--- src/rtl/load_mask_unit_pkg.sv ---
// Shared encodings for the load path: access size codes (common with store-merge),
// FSM states and the latched request record.
package load_mask_unit_pkg;

  localparam logic [1:0] CT_WORD = 2'd0;
  localparam logic [1:0] CT_HALF = 2'd1;
  localparam logic [1:0] CT_BYTE = 2'd2;
  localparam logic [1:0] CT_ILL  = 2'd3;

  typedef enum logic [2:0] {
    S_IDLE, S_REQ, S_WAIT, S_CAPT, S_DONE, S_ERR
  } state_t;

  typedef struct packed {
    logic [31:0] addr;
    logic [1:0]  ct;
    logic        sign_ext;
  } ld_req_t;

  // Size code and byte offset that cannot be served as a single aligned access.
  function automatic logic ld_illegal(input logic [1:0] ct, input logic [1:0] lane);
    return (ct == CT_ILL) || (ct == CT_HALF && lane[0]) || (ct == CT_WORD && lane != 2'b00);
  endfunction

endpackage

--- src/rtl/load_mask_unit_if.sv ---
// Request/response and memory-read signals of the load unit.
// master = control unit + memory side, slave = load_mask_unit.
interface load_mask_unit_if;
  logic        start;
  logic [31:0] addr;
  logic [1:0]  ct;
  logic        sign_ext;
  logic        mem_rd;
  logic [31:0] mem_addr;
  logic [31:0] mem_data_in;
  logic        busy;
  logic        done;
  logic        misaligned;
  logic [31:0] data_out;

  modport master (
    output start, addr, ct, sign_ext, mem_data_in,
    input  mem_rd, mem_addr, busy, done, misaligned, data_out
  );

  modport slave (
    input  start, addr, ct, sign_ext, mem_data_in,
    output mem_rd, mem_addr, busy, done, misaligned, data_out
  );
endinterface

--- src/rtl/load_extract.sv ---
// Little-endian word/half/byte select with zero or sign extension.
// Purely combinational so it can be exercised on its own.
module load_extract
  import load_mask_unit_pkg::*;
(
  input  logic [31:0] word,
  input  logic [1:0]  lane,
  input  logic [1:0]  ct,
  input  logic        sign_ext,
  output logic [31:0] result
);

  logic [3:0][7:0] bytes;
  logic [7:0]      b;
  logic [15:0]     h;

  assign bytes = word;
  assign b     = bytes[lane];
  assign h     = lane[1] ? word[31:16] : word[15:0];

  always_comb begin
    result = word;
    case (ct)
      CT_HALF: result = {{16{sign_ext & h[15]}}, h};
      CT_BYTE: result = {{24{sign_ext & b[7]}}, b};
      default: result = word;
    endcase
  end

endmodule

--- src/rtl/load_mask_unit.sv ---
// Load sequencer: one memory read per request, captures the returned word and
// presents the extracted/extended value with a one-cycle done pulse.
module load_mask_unit
  import load_mask_unit_pkg::*;
#(
  parameter int MEM_LAT = 1,
  parameter int DATA_W  = 32
) (
  input  logic             clk,
  input  logic             reset,
  load_mask_unit_if.slave  bus
);

  localparam logic [2:0] WAIT_LAST = 3'(MEM_LAT - 1);

  state_t              state;
  ld_req_t             req_q;
  logic [2:0]          wcnt;
  logic [DATA_W-1:0]   word_q;
  logic [1:0]          ext_lane;
  logic [1:0]          ext_ct;
  logic                ext_sx;
  logic [DATA_W-1:0]   ext_res;

  // Extraction controls are snapshotted with the word so a new request latched
  // in IDLE cannot disturb the value held on data_out.
  load_extract u_extract (
    .word     (word_q),
    .lane     (ext_lane),
    .ct       (ext_ct),
    .sign_ext (ext_sx),
    .result   (ext_res)
  );

  assign bus.data_out = ext_res;
  assign bus.mem_addr = {req_q.addr[DATA_W-1:2], 2'b00};

  always_ff @(posedge clk or negedge reset) begin
    if (!reset) begin
      state          <= S_IDLE;
      req_q          <= '0;
      wcnt           <= '0;
      word_q         <= '0;
      ext_lane       <= '0;
      ext_ct         <= '0;
      ext_sx         <= 1'b0;
      bus.mem_rd     <= 1'b0;
      bus.busy       <= 1'b0;
      bus.done       <= 1'b0;
      bus.misaligned <= 1'b0;
    end else begin
      bus.mem_rd <= 1'b0;
      bus.done   <= 1'b0;
      case (state)
        S_IDLE: begin
          if (bus.start) begin
            req_q    <= '{addr: bus.addr, ct: bus.ct, sign_ext: bus.sign_ext};
            bus.busy <= 1'b1;
            if (ld_illegal(bus.ct, bus.addr[1:0])) begin
              state          <= S_ERR;
              bus.done       <= 1'b1;
              bus.misaligned <= 1'b1;
            end else begin
              state      <= S_REQ;
              bus.mem_rd <= 1'b1;
            end
          end
        end
        S_REQ: begin
          wcnt  <= 3'd1;
          state <= (MEM_LAT > 1) ? S_WAIT : S_CAPT;
        end
        S_WAIT: begin
          if (wcnt == WAIT_LAST) state <= S_CAPT;
          else                   wcnt  <= wcnt + 3'd1;
        end
        S_CAPT: begin
          word_q         <= bus.mem_data_in;
          ext_lane       <= req_q.addr[1:0];
          ext_ct         <= req_q.ct;
          ext_sx         <= req_q.sign_ext;
          bus.done       <= 1'b1;
          bus.misaligned <= 1'b0;
          state          <= S_DONE;
        end
        S_DONE: begin
          bus.busy <= 1'b0;
          state    <= S_IDLE;
        end
        S_ERR: begin
          bus.busy       <= 1'b0;
          bus.misaligned <= 1'b0;
          state          <= S_IDLE;
        end
        default: state <= S_IDLE;
      endcase
    end
  end

endmodule

--- src/flat_wrapper.sv ---
// flat-port wrapper written by rule: the top's interface ports become plain ports
module load_mask_unit_flat import load_mask_unit_pkg::*;
#(
  parameter int MEM_LAT = 1,
  parameter int DATA_W  = 32
)
  (clk, reset, bus_start, bus_addr, bus_ct, bus_sign_ext, bus_mem_data_in, bus_mem_rd, bus_mem_addr, bus_busy, bus_done, bus_misaligned, bus_data_out);
  load_mask_unit_if bus_i ();
  input  logic clk;
  input  logic reset;
  input wire logic [$bits(bus_i.start)-1:0] bus_start;
  input wire logic [$bits(bus_i.addr)-1:0] bus_addr;
  input wire logic [$bits(bus_i.ct)-1:0] bus_ct;
  input wire logic [$bits(bus_i.sign_ext)-1:0] bus_sign_ext;
  input wire logic [$bits(bus_i.mem_data_in)-1:0] bus_mem_data_in;
  output wire logic [$bits(bus_i.mem_rd)-1:0] bus_mem_rd;
  output wire logic [$bits(bus_i.mem_addr)-1:0] bus_mem_addr;
  output wire logic [$bits(bus_i.busy)-1:0] bus_busy;
  output wire logic [$bits(bus_i.done)-1:0] bus_done;
  output wire logic [$bits(bus_i.misaligned)-1:0] bus_misaligned;
  output wire logic [$bits(bus_i.data_out)-1:0] bus_data_out;
  assign bus_i.start = bus_start;
  assign bus_i.addr = bus_addr;
  assign bus_i.ct = bus_ct;
  assign bus_i.sign_ext = bus_sign_ext;
  assign bus_i.mem_data_in = bus_mem_data_in;
  assign bus_mem_rd = bus_i.mem_rd;
  assign bus_mem_addr = bus_i.mem_addr;
  assign bus_busy = bus_i.busy;
  assign bus_done = bus_i.done;
  assign bus_misaligned = bus_i.misaligned;
  assign bus_data_out = bus_i.data_out;
  load_mask_unit #(.MEM_LAT(MEM_LAT), .DATA_W(DATA_W)) u_core (.clk(clk), .reset(reset), .bus(bus_i));
endmodule
--- config.mk ---
export PLATFORM = sky130hd
export DESIGN_NAME = load_mask_unit_flat
export DESIGN_NICKNAME = d
export VERILOG_FILES = /design/src/rtl/load_mask_unit_pkg.sv /design/src/rtl/load_mask_unit_if.sv /design/src/rtl/load_extract.sv /design/src/rtl/load_mask_unit.sv /design/src/flat_wrapper.sv
export SDC_FILE = /design/constraint.sdc
export NUM_CORES = 1
export LEC_CHECK = 0
export ABC_AREA = 1
export BUFFER_PORTS_ARGS = -buffer_cell sky130_fd_sc_hd__buf_2
export CAP_MARGIN = 20
export CORE_MARGIN = 5
export CORE_UTILIZATION = 55
export DETAILED_ROUTE_END_ITERATION = 8
export HOLD_SLACK_MARGIN = 0.1
export PLACE_DENSITY = 0.86
export SLEW_MARGIN = 20
export SYNTH_ARGS = -nofsm -noshare
export SYNTH_HDL_FRONTEND = slang
export SYNTH_HIERARCHICAL = 1
export SYNTH_SLANG_ARGS = --single-unit
--- constraint.sdc ---
create_clock -name clk -period 2.6 [get_ports clk]
set_input_delay 0.39 -clock clk [delete_from_list [all_inputs] [get_ports clk]]
set_output_delay 0.39 -clock clk [all_outputs]
set_load 0.005 [all_outputs]
== Word level (Yosys, flattened, before mapping) ==
Cells that the tools add are included.
Widths: inputs -> output; s select.

* Shift-type cells: 0
* Reductions and logical operators: 18
* Bitwise operators: 2
* Muxes and demuxes: 21
* Equality and inequality tests: 13
* $lt $le $gt $ge: 1
* $add $sub $neg: 1
* Multipliers: 0
* Divide/modulo/power cells: 0

{| class="wikitable"
|+ Operators by type and width
! cell !! count
|-
| $pmux 32 s2 || 1
|-
| $bmux 8 s2 || 1
|-
| $mux 16 || 1
|-
| $mux 3 || 4
|-
| $pmux 3 s4 || 1
|-
| $mux 1 || 8
|-
| $mux 8 || 1
|-
| $reduce_and 2->1 || 4
|-
| $reduce_bool 2->1 || 4
|-
| $eq 3x2->1 const B || 2
|-
| $eq 3x3->1 const B || 2
|-
| $logic_not 3->1 || 2
|-
| $pmux 1 s2 || 3
|-
| $pmux 3 s2 || 1
|-
| $eq 2x1->1 const B || 2
|-
| $eq 2x2->1 const B || 2
|-
| $ne 2x1->1 const B || 2
|-
| $ne 2x2->1 const B || 2
|-
| $reduce_or 2->1 || 2
|-
| $add 3x1->3 const B || 1
|-
| $eq 3x1->1 const B || 1
|-
| $lt 2x3->1 const B || 1
|-
| $reduce_and 3->1 || 1
|-
| $and 1x1->1 || 2
|-
| 3 further kinds || 5
|}

* Memory bits (read-only): 0
* Output and inout port bits: 68
* Bits in writable memories: 0
* Register bits: 82
* Bits in latches: 0
* Memories: 0
* Input port bits: 70
* Word-level logic and storage cells: 69

== Depth between registers and ports, before layout ==
* Depth after elaboration: 7
* Gate-level depth with buffers: 9
* Mapped depth without buffers: 8

== Hierarchy ==
Netlist, hierarchy kept.

{| class="wikitable"
|+ Modules (own cells, without submodules)
! module !! cells each !! instances !! area an instance (sq um) !! sequential area each (sq um)
|-
| load_mask_unit || 400 || 1 || 3,544.6 || 2,052.0
|-
| load_extract || 164 || 1 || 723.2 || 0.0
|}

== Worst setup path after synthesis ==
OpenSTA, ideal clock, no wires.

* Kind: register to output
* From: reg u_core.ext_ct[0]
* To: out bus_data_out[13]
* Stages on the path, launching flop included: 8
* Setup slack: 0.806 ns
* Path buffers: 2
* Arrival: 1.404 ns
* Data required time: 2.210 ns
* Cells stage by stage: dfrtp_1 > inv_1 > ha_1 > buf_2 > inv_1 > buf_1 > nor2_1 > a21oi_1

* Longest elaborated chain between the ends: 2
* Elaborated cells between the ends (all ways): 3
* Classes of those cells: eq/ne (2); mux (1)

{| class="wikitable"
|+ Ends and longest elaborated chain
! item !! RTL line !! RTL
|-
| start: declaration || load_mask_unit.sv:21 || <nowiki>logic [1:0] ext_ct;</nowiki>
|-
| start signal: assignment || load_mask_unit.sv:80 || <nowiki>ext_ct <= req_q.ct;</nowiki>
|-
| $eq 2x2->1 or $eq 2x1->1 (tied branches) || load_extract.sv:23 || <nowiki>case (ct)</nowiki>
|-
| $pmux 32 s2 (*) || load_extract.sv:23 ||
|-
| end: declaration || flat_wrapper.sv:21 || <nowiki>output wire logic [$bits(bus_i.data_out)-1:0] bus_data_out;</nowiki>
|}

Mark *: on every way between the ends. The rest lies on a longest branch, timed or not.

== Final worst setup path ==
* From: reg u_core.ext_ct[0]
* To: out bus_data_out[10]

The elaborated chain is that of the path after synthesis.

==> impl_summary.txt <==
----------------------------------------------------
[Setup path]
  Setup slack, reg-to-reg ... approximately 0.84 ns
  Most common cell type on the critical path ... sky130_fd_sc_hd__nand2_1
  R2R cell count ... 6
  Arrival time at the worst endpoint ... between 2 and 2.5 ns
  Crit Reg-Reg Startpoint ... u_core/state[0]
  Data required, critical path ... 2.21 ns
  Endpoint of the lowest-slack register-to-register path ... u_core/ext_ct[1]
  Slowest cell delay on critical path ... 0.40 ns
  Crit path launch type ... register
  Largest fanout on the critical path ... 8
  Worst-path cell with the longest stage delay ... sky130_fd_sc_hd__dfrtp_1
  Worst-path cell chain ... inv_1 > ha_1 > nand2_1 > inv_1 > nand2_1 > nand2_2 > nand2_1 > a21oi_1 > buf_2
  Critical Path End Type ... output port
  Type of the worst setup path ... register to output port

[Routing]
  Wire length on met2 ... approximately 5000 um
  Routed wire per std cell ... 13.6 um
  Remaining routing DRC violations ... 0
  Final Routed Wirelength ... 10,400 um
  Detailed route wirelength on metal3 ... ~1200 um
  Post-route met1 wirelength ... 4090 um
  Total number of vias ... 3,947
  Ratio of routed vias to standard cells ... just over 5
  Router iterations before antenna repair ... 4
  Highest metal layer with signal wires ... met5
  First DRT Iteration DRCs ... 135
  Final ANT Viol Nets ... 0

[Die]
  Std cell rows ... 32
  Core area ... between 7000 and 8000 um^2
  Die width ... 98.1 um
  Starting density of the core ... 0.558
  Die area ... 9620 um^2
  Die span in y ... roughly 98 um
  Io pins ... around 140

[Synthesis]
  Synth Area in Simple Gates ... 0.336
  Unique masters post-synth ... 25
  Area of the mapped netlist ... 4270 um^2
  Flip-flop cell with the highest count after synthesis ... sky130_fd_sc_hd__dfrtp_1
  Largest cells by area after synthesis ... sky130_fd_sc_hd__dfrtp_1, sky130_fd_sc_hd__nand2_1, sky130_fd_sc_hd__nand3_1
  Parity-gate share of the synthesized area counting xor and xnor cells ... 0.00205
  Most common cell in the netlist ... sky130_fd_sc_hd__nand2_1
  Proportion of synthesized chip area in sequential cells ... 0.481
  Async S/R FF share, synth ... 1.00
  Synthesized-area fraction occupied by ao, oa, aoi and oai cells ... 0.0536
  Number of enable-type register cells in the synthesized netlist ... 0
  Most common library cells after synthesis ... sky130_fd_sc_hd__nand2_1, sky130_fd_sc_hd__dfrtp_1, sky130_fd_sc_hd__nand3_1
  Arithmetic-cell share of the synthesized area counting full adders, half adders and majority gates ... 0.0117
  Post-Syn Area per Cell ... between 7 and 8 um^2
  Largest area contributor in the synthesized netlist ... sky130_fd_sc_hd__dfrtp_1
  Main combinational cell family by area after synthesis ... simple AND/OR/NAND/NOR gates
  Instance count of the mapped netlist ... 564
  Share of synthesized area spent on multiplexers ... 0
  Proportion of netlist area held by the largest area contributor ... 0.481
  Synthesis Warnings ... 6
  Number of register bits inferred by synthesis ... 82

[Placement]
  RePlAce Congestion ... approximately 0.96
  Number of input and output port buffers inserted ... around 140
  Total placed cells including tap cells ... 747
  Pre-CTS setup slack ... between 0.5 and 0.6 ns
  Detailed placement HPWL ... 7640 um

[Cells and area]
  Ratio of cells with drive above 1 in the final layout ... 0.254
  Post-synthesis to final-layout area growth ... 16.1%
  Filler cell count in the final layout ... 693
  Count of nets after finishing ... 731
  Non-filler cells, final ... 764
  Antenna diode count ... 0

[Clocking]
  Number of clock sinks ... 82
  CTS tree ... done
  H-tree depth ... 3
  Inserted Clock Buffers ... 9
  Clock latency of the later-clocked register in the worst-skew pair ... 0.34 ns
  Clock edge transition at the registers on the reported setup and hold paths ... 0.08 ns
  Master cell of the clock root buffer ... sky130_fd_sc_hd__clkbuf_8
  Longest Clk Path Bufs ... 2
  Number of cells upsized or downsized after cts ... 0

[Hold path]
  Worst hold path cell count ... 3
  End of the worst hold path ... u_core/word_q[16]
  Worst hold path type ... primary input to register
  Hold path startpoint ... bus_mem_data_in[16]

[Power and ir drop]
  P per Cell Area ... 1330 nW/um^2
  Final Total Pwr ... 6.58 mW
  Leakage power ... 2.92 nW
  Maximum VDD drop ... 0.874 mV

[Timing]
  Final worst path period need ... roughly 2.5 ns
  Setup repair after global routing missed its margin ... true
  Endpoints failing setup ... 0
  Max-slew headroom ... 0.522
  Count of pins over their slew limit ... 0
  Max Clock Freq ... 402 MHz
  Final Hold Vio Count ... 0
  Worst path setup slack after routing ... roughly 0.12 ns
  Final hold slack ... 0.270 ns
  Total negative slack for setup checks ... 0 ns
  Final worst clock skew ... slightly below 0.006 ns
  Tightest Pin Transition ... 0.714 ns
  Crit share post-route ... 0.956

[Global route]
  Total global routing overflow ... 0
  Maximum number of pins on one net before global-route repair ... 50
  Antenna violations before repair ... 1
  Number of global-route vias before repair ... roughly 3.8k
  Combined global-route utilization of all metal layers ... 0.219
  First-pass GRT wire length ... about 17,000 um

[Outcome]
  Result of the run ... completed

[Run]
  Number of max-capacitance violations reported ... 0

----------------------------------------------------
-- state kept, by name (all words and copies together) (netlist names) --
name                   count
u_core/bus.busy            1
u_core/bus.done            1
u_core/bus.mem_addr       30
u_core/bus.mem_rd          1
u_core/bus.misaligned      1
u_core/ext_ct              2
u_core/ext_lane            2
u_core/ext_sx              1
u_core/req_q               5
u_core/state               3
u_core/wcnt                3
u_core/word_q             32
-- how the worst max path moves through the flow --
stage                           from               end  slack (ns)  depth (start not counted)
finish              u_core/ext_ct[0]  bus_data_out[10]        0.12                          9
global route        u_core/ext_ct[0]   bus_data_out[8]       -0.01                          9
CTS                 u_core/ext_ct[0]  bus_data_out[10]        0.16                          9
detailed placement  u_core/ext_ct[0]  bus_data_out[10]        0.56                          9
global placement    u_core/ext_ct[0]  bus_data_out[10]        0.68                          9
floorplan           u_core/ext_ct[0]  bus_data_out[13]        0.81                          7
-- metrics by stage --
stage                     cell area (um^2)  utilization
after floorplan                       4270            -
after global placement                4750        0.621
after detailed placement              4750        0.621
after CTS                             4950        0.648
after global routing                  4950        0.648
final                                 4950        0.648
-- cell type report --
cell class	instances	area [um^2]	area share
repair buffers	146	776	0.157
clock inverters	7	70.1	0.0141
multi-input cells	398	1730	0.349
inverters	20	77.6	0.0157
clock buffers	9	124	0.0250
flip-flops and latches	82	2050	0.414
well taps	102	128	0.0258
-- power breakdown --
| part | leakage [nW] | total, mW | switching [mW] | internal [mW] |
|---|---|---|---|---|
| logic | 1.80 | 3.34 | 2.01 | 1.33 |
| registers | 1.02 | 2.34 | 0.458 | 1.88 |
| clock network | 0.0990 | 0.900 | 0.459 | 0.442 |
| total | 2.92 | 6.58 | 2.93 | 3.65 |
-- critical path: cells and delay by family (launching register included) --
family / cells / cell delay (ns)
AND/OR/NAND/NOR: 4 / 0.48
buffers and inverters: 3 / 0.41
flip-flops: 1 / 0.40
AO/OA/AOI/OAI: 1 / 0.28
adder cells (fa/ha/maj): 1 / 0.17
-- metal layers --
layer,global-route usage,vias up
met5,0,-
met4,0.0703,2
met3,0.0807,12
met2,0.359,190
met1,0.271,1817
li1,-,1926
-- cell usage in the layout, fill, tap and decap left out, drive strengths merged, types with 2 or more instances in the layout --
cell and instances:
o21bai 2, buf 145, o21ai 10, nor3 3, nand2 254, a21oi 18
inv 20, conb 2, clkbuf 9, dfrtp 82, nor2 24, ha 4
clkinv 5, a31oi 7, nand3 71
-- cell families after synthesis --
family	Yosys count
buffers and inverters	85
other	1
adders and majority gates	4
AOI/OAI and AO/OA	39
xor gates and xnor gates	1
and+or+nand+nor	352
DFF	82
-- what timing repair did --
action / 4_1_cts / 5_1_grt
buffers inserted: 0 / 0
hold endpoints to repair: 33 / 0
hold buffers: 1 / 0
endpoints found under the setup margin: 0 / 2
Note: power is estimated with default switching activity, not from simulation.
